<file path="src/rtl/gpio_seq_pkg.sv">
// Shared types and constants for the GPIO command sequencer: FSM states,
// operation codes, command-word field positions and BRAM address stride.
package gpio_seq_pkg;

  typedef enum logic [2:0] {
    IDLE,
    ISSUE,
    WAIT,
    EXEC,
    DONE
  } state_e;

  localparam logic [1:0] OP_READ   = 2'b00;
  localparam logic [1:0] OP_COMPL  = 2'b01;
  localparam logic [1:0] OP_OFFSET = 2'b10;
  localparam logic [1:0] OP_MULT   = 2'b11;

  localparam int CMD_GO_BIT  = 0;
  localparam int CMD_IDX_LSB = 3;
  localparam int CMD_IDX_MSB = 5;
  localparam int CMD_OP_LSB  = 6;
  localparam int CMD_OP_MSB  = 7;

  localparam int ADDR_STRIDE = 4;

  // Byte address of a table element in the 32-bit-wide BRAM.
  function automatic logic [31:0] elemAddr(input logic [2:0] idx);
    return 32'(idx) * 32'(ADDR_STRIDE);
  endfunction

endpackage

</file>
<file path="src/rtl/cdc_sync2.sv">
// Two-flop synchronizer for quasi-static GPIO fields. Deliberately not reset,
// so a go bit held through reset stays visible and the armed flag can block it.
module cdc_sync2 #(
  parameter int WIDTH = 8
) (
  input  logic             clk,
  input  logic [WIDTH-1:0] d_i,
  output logic [WIDTH-1:0] q_o
);

  logic [WIDTH-1:0] meta_q;
  logic [WIDTH-1:0] sync_q;

  always_ff @(posedge clk) begin
    meta_q <= d_i;
    sync_q <= meta_q;
  end

  assign q_o = sync_q;

endmodule

</file>
<file path="src/rtl/gpio_cmd_sequencer.sv">
// Go/done command sequencer: fetches one BRAM word per accepted command and
// applies read/complement/offset/multiply. Define GPIO_CMD_SYNC_EN for async GPIO inputs.
module gpio_cmd_sequencer
  import gpio_seq_pkg::*;
#(
  parameter int BRAM_LAT = 1,
  parameter int DATA_W   = 32
) (
  input  logic              clk,
  input  logic              reset,
  input  logic [7:0]        cmd,
  input  logic [7:0]        mult,
  input  logic [7:0]        offset,
  output logic              bram_en,
  output logic [31:0]       bram_addr,
  input  logic [DATA_W-1:0] bram_rdata,
  output logic [DATA_W-1:0] result,
  output logic              done,
  output logic              busy
);

  localparam logic [1:0] WAIT_INIT = 2'(BRAM_LAT - 1);

  logic [7:0] cmdS;
  logic [7:0] multS;
  logic [7:0] offsetS;

`ifdef GPIO_CMD_SYNC_EN
  cdc_sync2 #(.WIDTH(24)) uSync (
    .clk (clk),
    .d_i ({cmd, mult, offset}),
    .q_o ({cmdS, multS, offsetS})
  );
`else
  assign cmdS    = cmd;
  assign multS   = mult;
  assign offsetS = offset;
`endif

  logic       go;
  logic [2:0] idx;
  logic [1:0] op;
  logic       unused_cmdBits;

  assign go             = cmdS[CMD_GO_BIT];
  assign idx            = cmdS[CMD_IDX_MSB:CMD_IDX_LSB];
  assign op             = cmdS[CMD_OP_MSB:CMD_OP_LSB];
  assign unused_cmdBits = ^cmdS[2:1];

  state_e            state_q, state_d;
  logic              armed_q, armed_d;
  logic [1:0]        op_q, op_d;
  logic [7:0]        mult_q, mult_d;
  logic [7:0]        offset_q, offset_d;
  logic [1:0]        waitCnt_q, waitCnt_d;
  logic [DATA_W-1:0] data_q, data_d;
  logic [DATA_W-1:0] result_q, result_d;
  logic              done_q, done_d;
  logic [31:0]       addr_q, addr_d;

  always_ff @(posedge clk) begin
    if (reset) begin
      state_q   <= IDLE;
      armed_q   <= 1'b0;
      op_q      <= OP_READ;
      mult_q    <= '0;
      offset_q  <= '0;
      waitCnt_q <= '0;
      data_q    <= '0;
      result_q  <= '0;
      done_q    <= 1'b0;
      addr_q    <= '0;
    end else begin
      state_q   <= state_d;
      armed_q   <= armed_d;
      op_q      <= op_d;
      mult_q    <= mult_d;
      offset_q  <= offset_d;
      waitCnt_q <= waitCnt_d;
      data_q    <= data_d;
      result_q  <= result_d;
      done_q    <= done_d;
      addr_q    <= addr_d;
    end
  end

  // Operands are latched at accept, so port changes mid-command have no effect.
  always_comb begin
    state_d   = state_q;
    armed_d   = armed_q;
    op_d      = op_q;
    mult_d    = mult_q;
    offset_d  = offset_q;
    waitCnt_d = waitCnt_q;
    data_d    = data_q;
    result_d  = result_q;
    done_d    = done_q;
    addr_d    = addr_q;
    unique case (state_q)
      IDLE: begin
        if (go && armed_q) begin
          op_d     = op;
          mult_d   = multS;
          offset_d = offsetS;
          addr_d   = elemAddr(idx);
          armed_d  = 1'b0;
          state_d  = ISSUE;
        end else if (!go) begin
          armed_d = 1'b1;
        end
      end
      ISSUE: begin
        waitCnt_d = WAIT_INIT;
        state_d   = WAIT;
      end
      WAIT: begin
        if (waitCnt_q == 2'd0) begin
          data_d  = bram_rdata;
          state_d = EXEC;
        end else begin
          waitCnt_d = waitCnt_q - 2'd1;
        end
      end
      EXEC: begin
        unique case (op_q)
          OP_READ:   result_d = data_q;
          OP_COMPL:  result_d = ~data_q;
          OP_OFFSET: result_d = data_q + DATA_W'(offset_q);
          OP_MULT:   result_d = data_q * DATA_W'(mult_q);
          default:   result_d = data_q;
        endcase
        done_d  = 1'b1;
        state_d = DONE;
      end
      DONE: begin
        if (!go) begin
          done_d  = 1'b0;
          armed_d = 1'b1;
          state_d = IDLE;
        end
      end
      default: state_d = IDLE;
    endcase
  end

  assign bram_en   = (state_q == ISSUE);
  assign bram_addr = addr_q;
  assign result    = result_q;
  assign done      = done_q;
  assign busy      = (state_q == ISSUE) || (state_q == WAIT) || (state_q == EXEC);

endmodule

</file>
<file path="config.mk">
export PLATFORM = sky130hd
export DESIGN_NAME = gpio_cmd_sequencer
export DESIGN_NICKNAME = d
export VERILOG_FILES = /design/src/rtl/gpio_seq_pkg.sv /design/src/rtl/cdc_sync2.sv /design/src/rtl/gpio_cmd_sequencer.sv
export SDC_FILE = /design/constraint.sdc
export NUM_CORES = 1
export LEC_CHECK = 0
export CORE_ASPECT_RATIO = 2
export CORE_MARGIN = 1
export CORE_UTILIZATION = 50
export CTS_CLUSTER_SIZE = 30
export DETAILED_ROUTE_END_ITERATION = 8
export MAX_ROUTING_LAYER = met4
export PLACE_DENSITY_LB_ADDON = 0.3
export SLEW_MARGIN = 25
export SYNTH_ARGS = -nofsm -noshare
export SYNTH_HDL_FRONTEND = slang
export SYNTH_SLANG_ARGS = --single-unit
</file>
<file path="constraint.sdc">
create_clock -name clk -period 4.91 [get_ports clk]
set_clock_uncertainty 0.15 [all_clocks]
set_input_delay 0.982 -clock clk [delete_from_list [all_inputs] [get_ports clk]]
set_output_delay 0.982 -clock clk [all_outputs]
set_load 0.005 [all_outputs]
</file>
; ---- Word level (Yosys, flattened, before mapping)
; Cells that the tools add are included.
[op_classes]
add_sub_neg = 2
n_mul = 1
eq_ne = 11
muxes = 12
n_bitwise = 1
n_reduce_logical = 14
[ops]
columns = operator, n
row1 = case mux 32 bit (4 select lines), 1
row2 = adder 32 x 8 -> 32 bit, 1
row3 = multiplier 32 x 8 -> 32 bit, 1
row4 = NOT 32 bit, 1
row5 = case mux 3 bit (5 select lines), 1
row6 = 2-to-1 mux 3 bit, 3
row7 = inequality test 2 bit (second input constant), 4
row8 = AND reduction 2 bit, 4
row9 = == test 3 x 2 -> 1 bit (second input constant), 2
row10 = nonzero test 2 bit, 3
row11 = == test 2 bit (second input constant), 2
row12 = zero test 2 bit, 2
row13 = case mux 1 bit (2 select lines), 2
row14 = case mux 2 bit (2 select lines), 1
row15 = == test 3 x 1 -> 1 bit (second input constant), 1
row16 = == test 3 bit (second input constant), 1
row17 = zero test 3 bit, 1
row18 = 2-to-1 mux 1 bit, 3
row19 = AND reduction 3 bit, 1
row20 = == test 2 x 1 -> 1 bit (second input constant), 1
row21 = logical OR 1 bit, 2
row22 = 2-to-1 mux 2 bit, 1
row23 = subtractor 2 x 1 -> 2 bit (second input constant), 1
row24 = logical AND 1 bit, 1
[totals]
ff_bits = 92
inputBits = 58
out_inout_bits = 67
elab_cells = 51

; ---- Depth between registers and ports, before layout
[depth]
word_depth = 3
ltp_mapped = 20
ltp_nobuf = 18

; ---- Worst setup path after synthesis
; OpenSTA, ideal clock, no wires.
[synth_path]
path_kind = reg-to-reg
from = register mult_q[3]
to = register result_q[30] (netlist: result[30])
setup_time_ps = 120
t_arrival_ps = 4730
required_time_ps = 4640
path_slack_ps = -90
path_stages_with_launch = 19
path_buffers = 2
synth_period_minus_slack_ps = 5000
path_cell_list = dfxtp_1 clkbuf_1 clkbuf_1 and2_1 fa_1 fa_1 fa_1 inv_1 fa_1 inv_1 ha_1 a21oi_1 o21ai_1 a221oi_1 o21ai_1 a21oi_1 o21ai_1 o2111a_1 a211o_1
[synth_between]
elab_chain_len = 2
[synth_rtl]
columns = element, line
row1 = "start, declared", gpio_cmd_sequencer.sv:53  ; logic [7:0] mult_q, mult_d;
row2 = "start signal, assigned", gpio_cmd_sequencer.sv:77  ; mult_q <= mult_d;
row3 = multiplier 32 x 8 -> 32 bit, gpio_cmd_sequencer.sv:129  ; OP_MULT: result_d = data_q * DATA_W'(mult_q);
row4 = case mux 32 bit (4 select lines), gpio_cmd_sequencer.sv:125  ; unique case (op_q)
row5 = "end signal, assigned", gpio_cmd_sequencer.sv:81  ; result_q <= result_d;
row6 = "end, declared", gpio_cmd_sequencer.sv:57  ; logic [DATA_W-1:0] result_q, result_d;
; Every way passes these cells.
; A chain may end at the register's enable or synchronous reset.

; ---- Worst setup path in the final report
[layout_path]
from = register mult_q[5]
to = register result_q[25] (netlist: result[25])
; Same word-level chain as after synthesis.

==> key figures <==
Yosys
  – Yosys top cell area share: a little over a quarter
  – Synthesized flop and latch total: around 90
  – Post-synthesis cell count: 1436
  – Avg Cell Area, Syn: ~8.2 um2
  – Post-synth EDFFs: 0
  – Leading register cell type out of synthesis: dfxtp_1
  – Largest cells by area after synthesis: fa_1 27%, dfxtp_1 16%, and2_1 9.7%
  – Most frequent cell after synthesis: nand2_1
  – Synth area leader: fa_1
  – FFs w/ async S/R, synth: 0%
  – Synth Cell Area: roughly 12000 um2
  – Yosys warnings: 0
  – Post-synth top cells: 224 x nand2_1, 181 x and2_1, 157 x fa_1
  – Register area share after synthesis: 15.7%
  – Synth cell types: a little over 80

Job
  – Max cap viols: 0

Clock tree
  – Root buffer cell: clkbuf_16
  – Clk Latency, worst-skew pair: 360 ps
  – CTS Sinks: 92
  – Clock Pin Slew Worst Setup and Hold Paths: approximately 70 ps
  – TritonCTS clock tree: built
  – Htree depth: 3
  – Worst-case clock buffer depth: 2
  – Cts bufs inserted: 9

STA
  – Max-slew violation count: 0
  – Setup ws final: -80.1 ps
  – Max Freq: about 0.2 GHz
  – Slew @ Worst Pin: roughly 1000 ps
  – Crit path time final: about 5000 ps
  – Final hold vios: 0
  – Setup TNS: -241 ps
  – RSZ-0062 raised after global routing: yes
  – Period utilisation layout: 102%
  – Slew Limit Headroom: between 30% and 40%
  – Setup-failing EPs final: 5

Setup path
  – CP max FO: 21
  – Critical Path Source Type: flip-flop
  – R2R Setup Slk: -80 ps
  – Worst Setup SP: mult_q[5]
  – Crit path kind: reg2reg
  – Reg-to-reg startpoint: mult_q[5]
  – CP peak stage delay: roughly 560 ps
  – CP Capture Type: flip-flop
  – Critical path's slowest cell: fa_1
  – WP data arrival: roughly 5100 ps
  – CP most frequent cell: fa_1
  – Crit-path cells: buf_12 -> and2_1 -> fa_1 -> fa_1 -> fa_1 -> inv_1 -> fa_1 -> inv_1 -> ha_4 -> o211ai_1 -> a2111oi_4 -> o41ai_2 -> buf_4 -> a31oi_4 -> a31oi_2 -> xor2_1 -> a221oi_2 -> o21a_1
  – Critical Path RT: around 5000 ps

Floorplanning
  – Chip Height: ~220 um
  – Core area: roughly 23000 um2
  – IO Pins: 125
  – Starting Density: 51.3%
  – Die area: roughly 24000 um2
  – Cell Rows: between 70 and 80
  – DIE WIDTH: between 100 and 150 um

Global routing
  – Largest net degree at the start of global routing: 52
  – Antenna violations before repair: 0
  – Total track usage: 30.5%
  – Number of global-route vias before repair: 10800
  – Grt ovf: 0
  – First-pass GRT wire length: 54.0 mm

Power
  – Sequential share of power: 41.6%
  – P_sw: approximately 0.00057 W
  – Leakage power: 6.62 nW
  – Sw Share: roughly 29%
  – Peak supply drop: 0.000229 V
  – Final total power: 0.00197 W
  – PwrDens: approximately 140 nW/um2
  – Internal power: ~0.0014 W
  – Clk network pwr share: 38.9%
  – Gate power share: between 10% and 20%

Min path
  – HP Class: reg2reg
  – HP Start: result[3]

Cells and area
  – Register Area: between 1500 and 2000 um2
  – Filler cell count: 1975
  – Area Growth Syn to Fin: 24.2%
  – N_diodes: 0
  – Design area: 14600 um2
  – Multi-input gate area: 9320 um2
  – Final #Nets: roughly 1900
  – Final core occ: between 60% and 70%
  – Share of cells above drive strength 1: between 10% and 20%

Placed design
  – Pre-CTS setup slack: -270 ps
  – Placed cell areas: ~14000 um2
  – Final RePlAce weighted congestion: approximately 0.9
  – IO Port Bufs: 93
  – Dpl hpwl: approximately 27 mm

Drt
  – Total Wirelength: about 34 mm
  – Via density: 5.67
  – Starting DRC count in detailed routing: approximately 700
  – Antenna viol nets, final: 0
  – Drt wl/cell: roughly 18 um
  – Post-route DRC: 0
  – DR vias: between 10000 and 15000
  – First-pass iteration count of the detailed router: 5

Outcome
  – Failing checks: negative setup slack
  – Status: complete, but fails checks
[power by group through the flow]
stage	Sequential, W	Combinational, W	Clock [W]
global placement	0.000836	0.000355	0
global route	0.000825	0.000418	0.000814
CTS	0.000819	0.000370	0.000782
floorplan	0.000806	0.000224	0
finish	0.000821	0.000386	0.000768
detailed placement	0.000837	0.000362	0
[flip-flops by register name (all words and copies together) (netlist names)]
| register | flops |
|---|---|
| done | 1 |
| data_q | 32 |
| bram_addr | 3 |
| armed_q | 1 |
| offset_q | 8 |
| result | 32 |
| state_q | 3 |
| mult_q | 8 |
| op_q | 2 |
| waitCnt_q | 2 |
[path summary, 6_finish.rpt]
kind           endpoint  cells after the start
max          result[25]                     18
min           result[3]                      2
max reg2reg  result[25]                     18
min reg2reg   result[3]                      2
[final cells by class]
| cell class | count | area share (%) |
|---|---|---|
| Clock inverter | 3 | 0.473 |
| Inverter | 138 | 3.56 |
| Tap cell | 280 | 2.41 |
| Sequential cell | 92 | 12.8 |
| Multi-Input combinational cell | 1110 | 64.0 |
| Clock buffer | 13 | 1.72 |
| Timing Repair Buffer | 236 | 15.0 |
[stage by stage]
stage | instances | hold slack (ps)
2_1_floorplan | 1464 | 289
3_3_place_gp | 1845 | 293
3_5_place_dp | 1845 | 298
4_1_cts | 1866 | 307
5_1_grt | 1872 | 331
6_report | 1872 | 308
[kinds of logic (layout without fill, tap and decap cells)]
group / Yosys count / in the layout / share of synthesized area [%]
simple gates: 549 / 549 / 23.7
buf+inv: 262 / 390 / 9.35
xor+xnor: 58 / 58 / 4.34
flops: 92 / 92 / 15.7
other cells: 1 / 29 / 0.0320
fa+ha+maj: 206 / 206 / 32.1
mux: 5 / 5 / 0.449
compound gates: 263 / 263 / 14.3
[critical path, delay by kind of cell (launching register included)]
| family | cells | cell delay (ps) |
|---|---|---|
| compound gates | 7 | 1200 |
| xor+xnor | 1 | 280 |
| fa+ha+maj | 5 | 2290 |
| buf+inv | 4 | 460 |
| flops | 1 | 330 |
| simple gates | 1 | 180 |
[layer usage]
layer  wire (um)  vias up  part of all wire (%)  GRT usage (%)
met5           0        -                     0              -
met4        1950        0                   5.7           15.8
met3        1770      109                   5.1           4.15
met2       18200      361                    53           52.6
met1       12500     5238                    36           33.6
li1            -     4902                     -              -
[cell usage in the layout, fill, tap and decap left out, types with 26 or more instances in the layout]
master           synthesis  routed
nand2_1                224     221
and2_1                 181     176
fa_1                   157     154
inv_1                  138     135
buf_4                   29     126
a21oi_1                112     103
clkdlybuf4s50_1          0      92
dfxtp_1                 92      82
nor2_1                  57      54
ha_1                    49      40
conb_1                   1      29
xor2_1                  30      27
xnor2_1                 28      26
[timing repair]
| action | 4_1_cts | 5_1_grt |
|---|---|---|
| cloned | 1 | 1 |
| resized for setup | 34 | 68 |
| hold buffers | 0 | 0 |
| pin swaps | 20 | 33 |
| buffers inserted | 5 | 5 |
| setup endpoints to repair | 17 | 22 |
Power figures use the tool's default switching activity.
==> RTL edit 1 (config.mk and constraints unchanged) <==
Add a define of `GPIO_CMD_SYNC_EN`.
--- a/src/rtl/gpio_cmd_sequencer.sv
+++ b/src/rtl/gpio_cmd_sequencer.sv
@@ -1,5 +1,7 @@
 // Go/done command sequencer: fetches one BRAM word per accepted command and
 // applies read/complement/offset/multiply. Define GPIO_CMD_SYNC_EN for async GPIO inputs.
+`define GPIO_CMD_SYNC_EN
+
 module gpio_cmd_sequencer
   import gpio_seq_pkg::*;
 #(
Formal check against the unedited RTL: not equivalent (Yosys sat finds a counterexample within 4 cycles, from zero or initial values and one cycle with reset high).
==> RTL edit 1 against the original RTL <==
- the run still ends with negative setup slack left
- sequential power is 46% higher
- sequential cell count is 44 higher
- power is 45% higher
- clock power is 67% higher
- core utilization is 1.6 points higher
- die area is 7.4% higher
- critical path depth is 3 higher
- routed wire length is 10% higher
- setup slack worse by 0.13 ns
- area after synthesis is 7.5% higher
- design area is 11% higher
- sequential share of layout area is 4.3 points higher
- via count is 5.0% higher
- largest cell class unchanged
- highest routed layer unchanged
==> RTL edit 1: results (changes against the original RTL) <==
* Status: complete, but fails checks
* Violated checks: negative setup slack
* Setup ws final at -0.2135 ns (-0.1334 ns)
* GPL Wtd Cong at 0.8997 (-2.9%)
* Mux share of post-synthesis cell area at 0.7648% (+0.32 points)
* Netlist cell types at 67 (-18%)
* XOR/XNOR Fraction of Synth Area at 3.894% (-0.44 points)
* Synth top area cells: fa_1 (25%), dfxtp_1 (22%), and2_1 (8.8%)
* Synth top cells by count: nand2_1 (220), and2_1 (178), fa_1 (157)
* H-Tree Level Count at 4 (+1)
* Total wire length at 37.98 mm (+10%)
* Fillers at 1,990 (+0.76%)
* Clk Latency, worst-skew pair at 0.44 ns (+0.08 ns)
* FF+latch area at 2750 sq um (+48%)
* Clk root buf: clkbuf_16
* Critical path arrival at 5.28 ns (+0.18 ns)
* Complex-gate fraction of the synthesized area at 12.52% (-1.8 points)
* Final layout net count at 1,937 (+4.6%)
* Post-route setup TNS at -1.943 ns (-1.702 ns)
* Total CTS buffers at 17 (+8)
* Clock slew at reported path FFs at 0.07 ns (about the same)
* Sequential share of the synthesized area at 21.61% (+5.9 points)
* Worst-path fanout max at 18 (-14%)
* FF-to-FF path depth at 21 (+3)
* WL per Instance at 18.83 um (+2.5%)
* Peak supply drop at 0.2585 mV (+13%)
* Initial DRC count at 730 (+4.1%)
* Setup-failing EPs final at 15 (+10)
* First-pass GRT wire length at 59.46 mm (+10%)
* Post-DP Area at 14,700 sq um (+7.8%)
* Vias in the first global route at 11,634 (+7.9%)
* Share of cells above drive strength 1 at 18.75% (+2.8 points)
* Pin count of the biggest net entering global routing at 71 (+37%)
* GRT Overall Usage at 31.52% (+1.0 points)
## RTL edit 1: path summary, 6_finish.rpt
path                   end  slack, ns              from
max             result[20]      -0.21         mult_q[4]
min          uSync.q_o[23]       0.16  uSync.meta_q[23]
max reg2reg     result[20]      -0.21         mult_q[4]
min reg2reg  uSync.q_o[23]       0.16  uSync.meta_q[23]
## RTL edit 1: layout make-up
| type | count | share of cell area (%) |
|---|---|---|
| Clock buffer | 18 | 2.669 |
| Clock inverter | 13 | 0.9103 |
| Inverter | 144 | 3.361 |
| Multi-Input combinational cell | 1118 | 59.12 |
| Sequential cell | 136 | 17.10 |
| Tap cell | 332 | 2.583 |
| Timing Repair Buffer | 256 | 14.25 |
## RTL edit 1: worst max-delay path, delay by kind of cell, from the launching register on
kind,cells,cell delay (ns)
multiplexers,1,0.22
flip-flops,1,0.33
AND/OR/NAND/NOR,4,0.60
AO/OA/AOI/OAI,5,0.63
adder cells (fa/ha/maj),5,2.27
buffers and inverters,6,0.77
## RTL edit 1: metal layers
layer / share of wire, % / GRT usage, % / wire length [um]
met1: 35 / 32.42 / 13320
met2: 52 / 54.41 / 19840
met3: 5.0 / 4.384 / 1892
met4: 7.7 / 22.83 / 2925
met5: 0 / - / 0
## RTL edit 1: where the power goes
| group | switching [mW] | leakage, nW | total [mW] | internal [mW] |
|---|---|---|---|---|
| clock | 0.534 | 0.278 | 1.28 | 0.750 |
| sequential | 0.0477 | 1.12 | 1.20 | 1.15 |
| combinational | 0.219 | 5.69 | 0.392 | 0.173 |
| total | 0.800 | 7.09 | 2.87 | 2.07 |
## RTL edit 1: repair_timing
action | in CTS | in global routing
pin swaps | 43 | 45
cloned | 0 | 1
buffers inserted | 6 | 4
endpoints found under the setup margin | 18 | 21
resized for setup | 108 | 51
==> RTL edit 2 (same settings) <==
Made on the original files. Add an input register stage for `bram_rdata`, cleared by the reset; this delays it by one clock. The other inputs are not delayed to match.
--- a/src/rtl/gpio_cmd_sequencer.sv
+++ b/src/rtl/gpio_cmd_sequencer.sv
@@ -20,6 +20,16 @@
 );
 
   localparam logic [1:0] WAIT_INIT = 2'(BRAM_LAT - 1);
+
+  logic [DATA_W-1:0] bram_rdata_q;
+
+  always_ff @(posedge clk) begin
+    if (reset) begin
+      bram_rdata_q <= '0;
+    end else begin
+      bram_rdata_q <= bram_rdata;
+    end
+  end
 
   logic [7:0] cmdS;
   logic [7:0] multS;
@@ -115,7 +125,7 @@
       end
       WAIT: begin
         if (waitCnt_q == 2'd0) begin
-          data_d  = bram_rdata;
+          data_d  = bram_rdata_q;
           state_d = EXEC;
         end else begin
           waitCnt_d = waitCnt_q - 2'd1;
Formal check against the unedited RTL: not equivalent (a bounded check fails within 10 cycles, from zero or initial values and one cycle with reset high).
==> RTL edit 2 against the original RTL <==
- the flow still finishes with violations (negative setup slack)
- setup slack lost 0.088 ns
- area after synthesis grew 7.7%
- sequential cell count grew 32
- via count grew 7.1%
- routed wire length grew 10%
- hold slack lost 0.026 ns
- global-route usage grew 1.2 points
- design area grew 9.0%
- power grew 36%
- critical path type unchanged
- largest cell class unchanged
- highest routed layer unchanged
==> RTL edit 2: results (changes against the original RTL) <==
* WL per Instance at 18.86 um (+2.6%)
* HPWL after DPL at 28.59 mm (+7.5%)
* Violated checks: negative setup slack
* Via count at 11,364 (+7.1%)
* Total wire length at 37.83 mm (+10%)
* Share of cells above drive strength 1 at 18.82% (+2.9 points)
* Synth top area cells: fa_1 (25%), dfxtp_1 (20%), and2_1 (8.8%)
* Dpl ws at -0.3929 ns (-0.1232 ns)
* Switching Share at 27.85% (-0.92 points)
* Rel. slew slack at 42.44% (+9.0 points)
* Total CTS buffers at 17 (+8)
* Netlist cell types at 77 (-6.1%)
* Synth top cells by count: nand2_1 (217), and2_1 (178), fa_1 (157)
* Status: complete, but fails checks
* Setup-failing EPs final at 15 (+10)
* Clk Latency, worst-skew pair at 0.45 ns (+0.09 ns)
* GRT Overall Usage at 31.76% (+1.2 points)
* Setup ws final at -0.1681 ns (-0.08795 ns)
* Critical path arrival at 5.25 ns (+0.15 ns)
* RR Startpoint: mult_q[6]
* Peak supply drop at 0.3210 mV (+40%)
* Final layout net count at 1,925 (+4.0%)
* End of the critical path: result[26]
* Drt pass-1 iters at 6 (+1)
* Worst-path fanout max at 9 (-57%)
* GPL Wtd Cong at 0.9456 (+2.0%)
==> RTL edit 2: routing by layer <==
metal | part of all wire [%] | vias up | global-route usage [%]
met5 | 0 | - | -
li1 | - | 5137 | -
met1 | 35 | 5552 | 32.68
met3 | 5.8 | 165 | 4.812
met4 | 7.2 | 0 | 21.87
met2 | 52 | 510 | 55.03
==> RTL edit 2: per-stage QoR <==
step	instance area (sq um)	utilization [%]	power (mW)	setup TNS (ns)
after global placement	14540	59.04	1.384	-3.435
final	15860	64.38	2.694	-1.262
after CTS	15570	63.22	2.691	-1.328
after detailed placement	14540	59.04	1.390	-4.729
after floorplan	12810	-	1.261	0
after global routing	15860	64.38	2.780	-3.373
==> RTL edit 2: worst max-delay path, cell delays in order, from the launching register on <==
cell	delay, ns
dfxtp_2	0.32
buf_12	0.13
and2_4	0.13
fa_1	0.54
fa_1	0.45
fa_1	0.53
inv_2	0.04
fa_1	0.52
inv_2	0.05
ha_4	0.23
a21oi_2	0.14
o211ai_1	0.15
or3_4	0.37
o221ai_4	0.28
buf_12	0.16
o22ai_4	0.09
buf_6	0.13
or3_1	0.32
a21oi_2	0.13
o21ai_1	0.08
==> RTL edit 2: cell type report <==
type / instances / area (sq um)
Fill cell: 2011 / 8772
Sequential cell: 124 / 2510
Inverter: 140 / 525.5
Multi-Input combinational cell: 1128 / 9612
Clock inverter: 14 / 157.7
Tap cell: 332 / 415.4
Clock buffer: 18 / 439.2
Timing Repair Buffer: 250 / 2196
==> RTL edit 2: kinds of logic (layout without fill, tap and decap cells) <==
kind of cell	count (synthesis)	after routing	synth area share [%]
DFF	124	124	19.67
AOI/OAI and AO/OA	275	275	14.17
other	1	29	0.02972
buffers and inverters	271	422	9.141
and+or+nand+nor	562	562	23.17
muxes	12	12	1.001
xor gates and xnor gates	44	44	3.054
adders and majority gates	206	206	29.76
==> RTL edit 2: how the worst min path moves through the flow <==
stage	cells past startpoint	end	start	slack [ns]
floorplan	2	data_q[31]	bram_rdata_q[31]	0.27
global placement	2	data_q[22]	bram_rdata_q[22]	0.27
detailed placement	2	data_q[28]	bram_rdata_q[28]	0.28
CTS	2	data_q[28]	bram_rdata_q[28]	0.28
global route	2	data_q[0]	bram_rdata_q[0]	0.30
finish	2	data_q[28]	bram_rdata_q[28]	0.28
==> RTL edit 2: timing repair <==
action,in CTS,in global routing
resized for setup,79,60
pin swaps,32,30
hold buffers,0,0
setup buffers,14,7
setup endpoints to repair,19,20
==> RTL edit 2: power groups by stage <==
stage | Sequential [mW] | Clock, mW | Combinational [mW]
detailed placement | 1.10 | 0 | 0.293
global route | 1.08 | 1.37 | 0.333
global placement | 1.10 | 0 | 0.288
CTS | 1.08 | 1.32 | 0.299
floorplan | 1.08 | 0 | 0.184
finish | 1.08 | 1.31 | 0.309
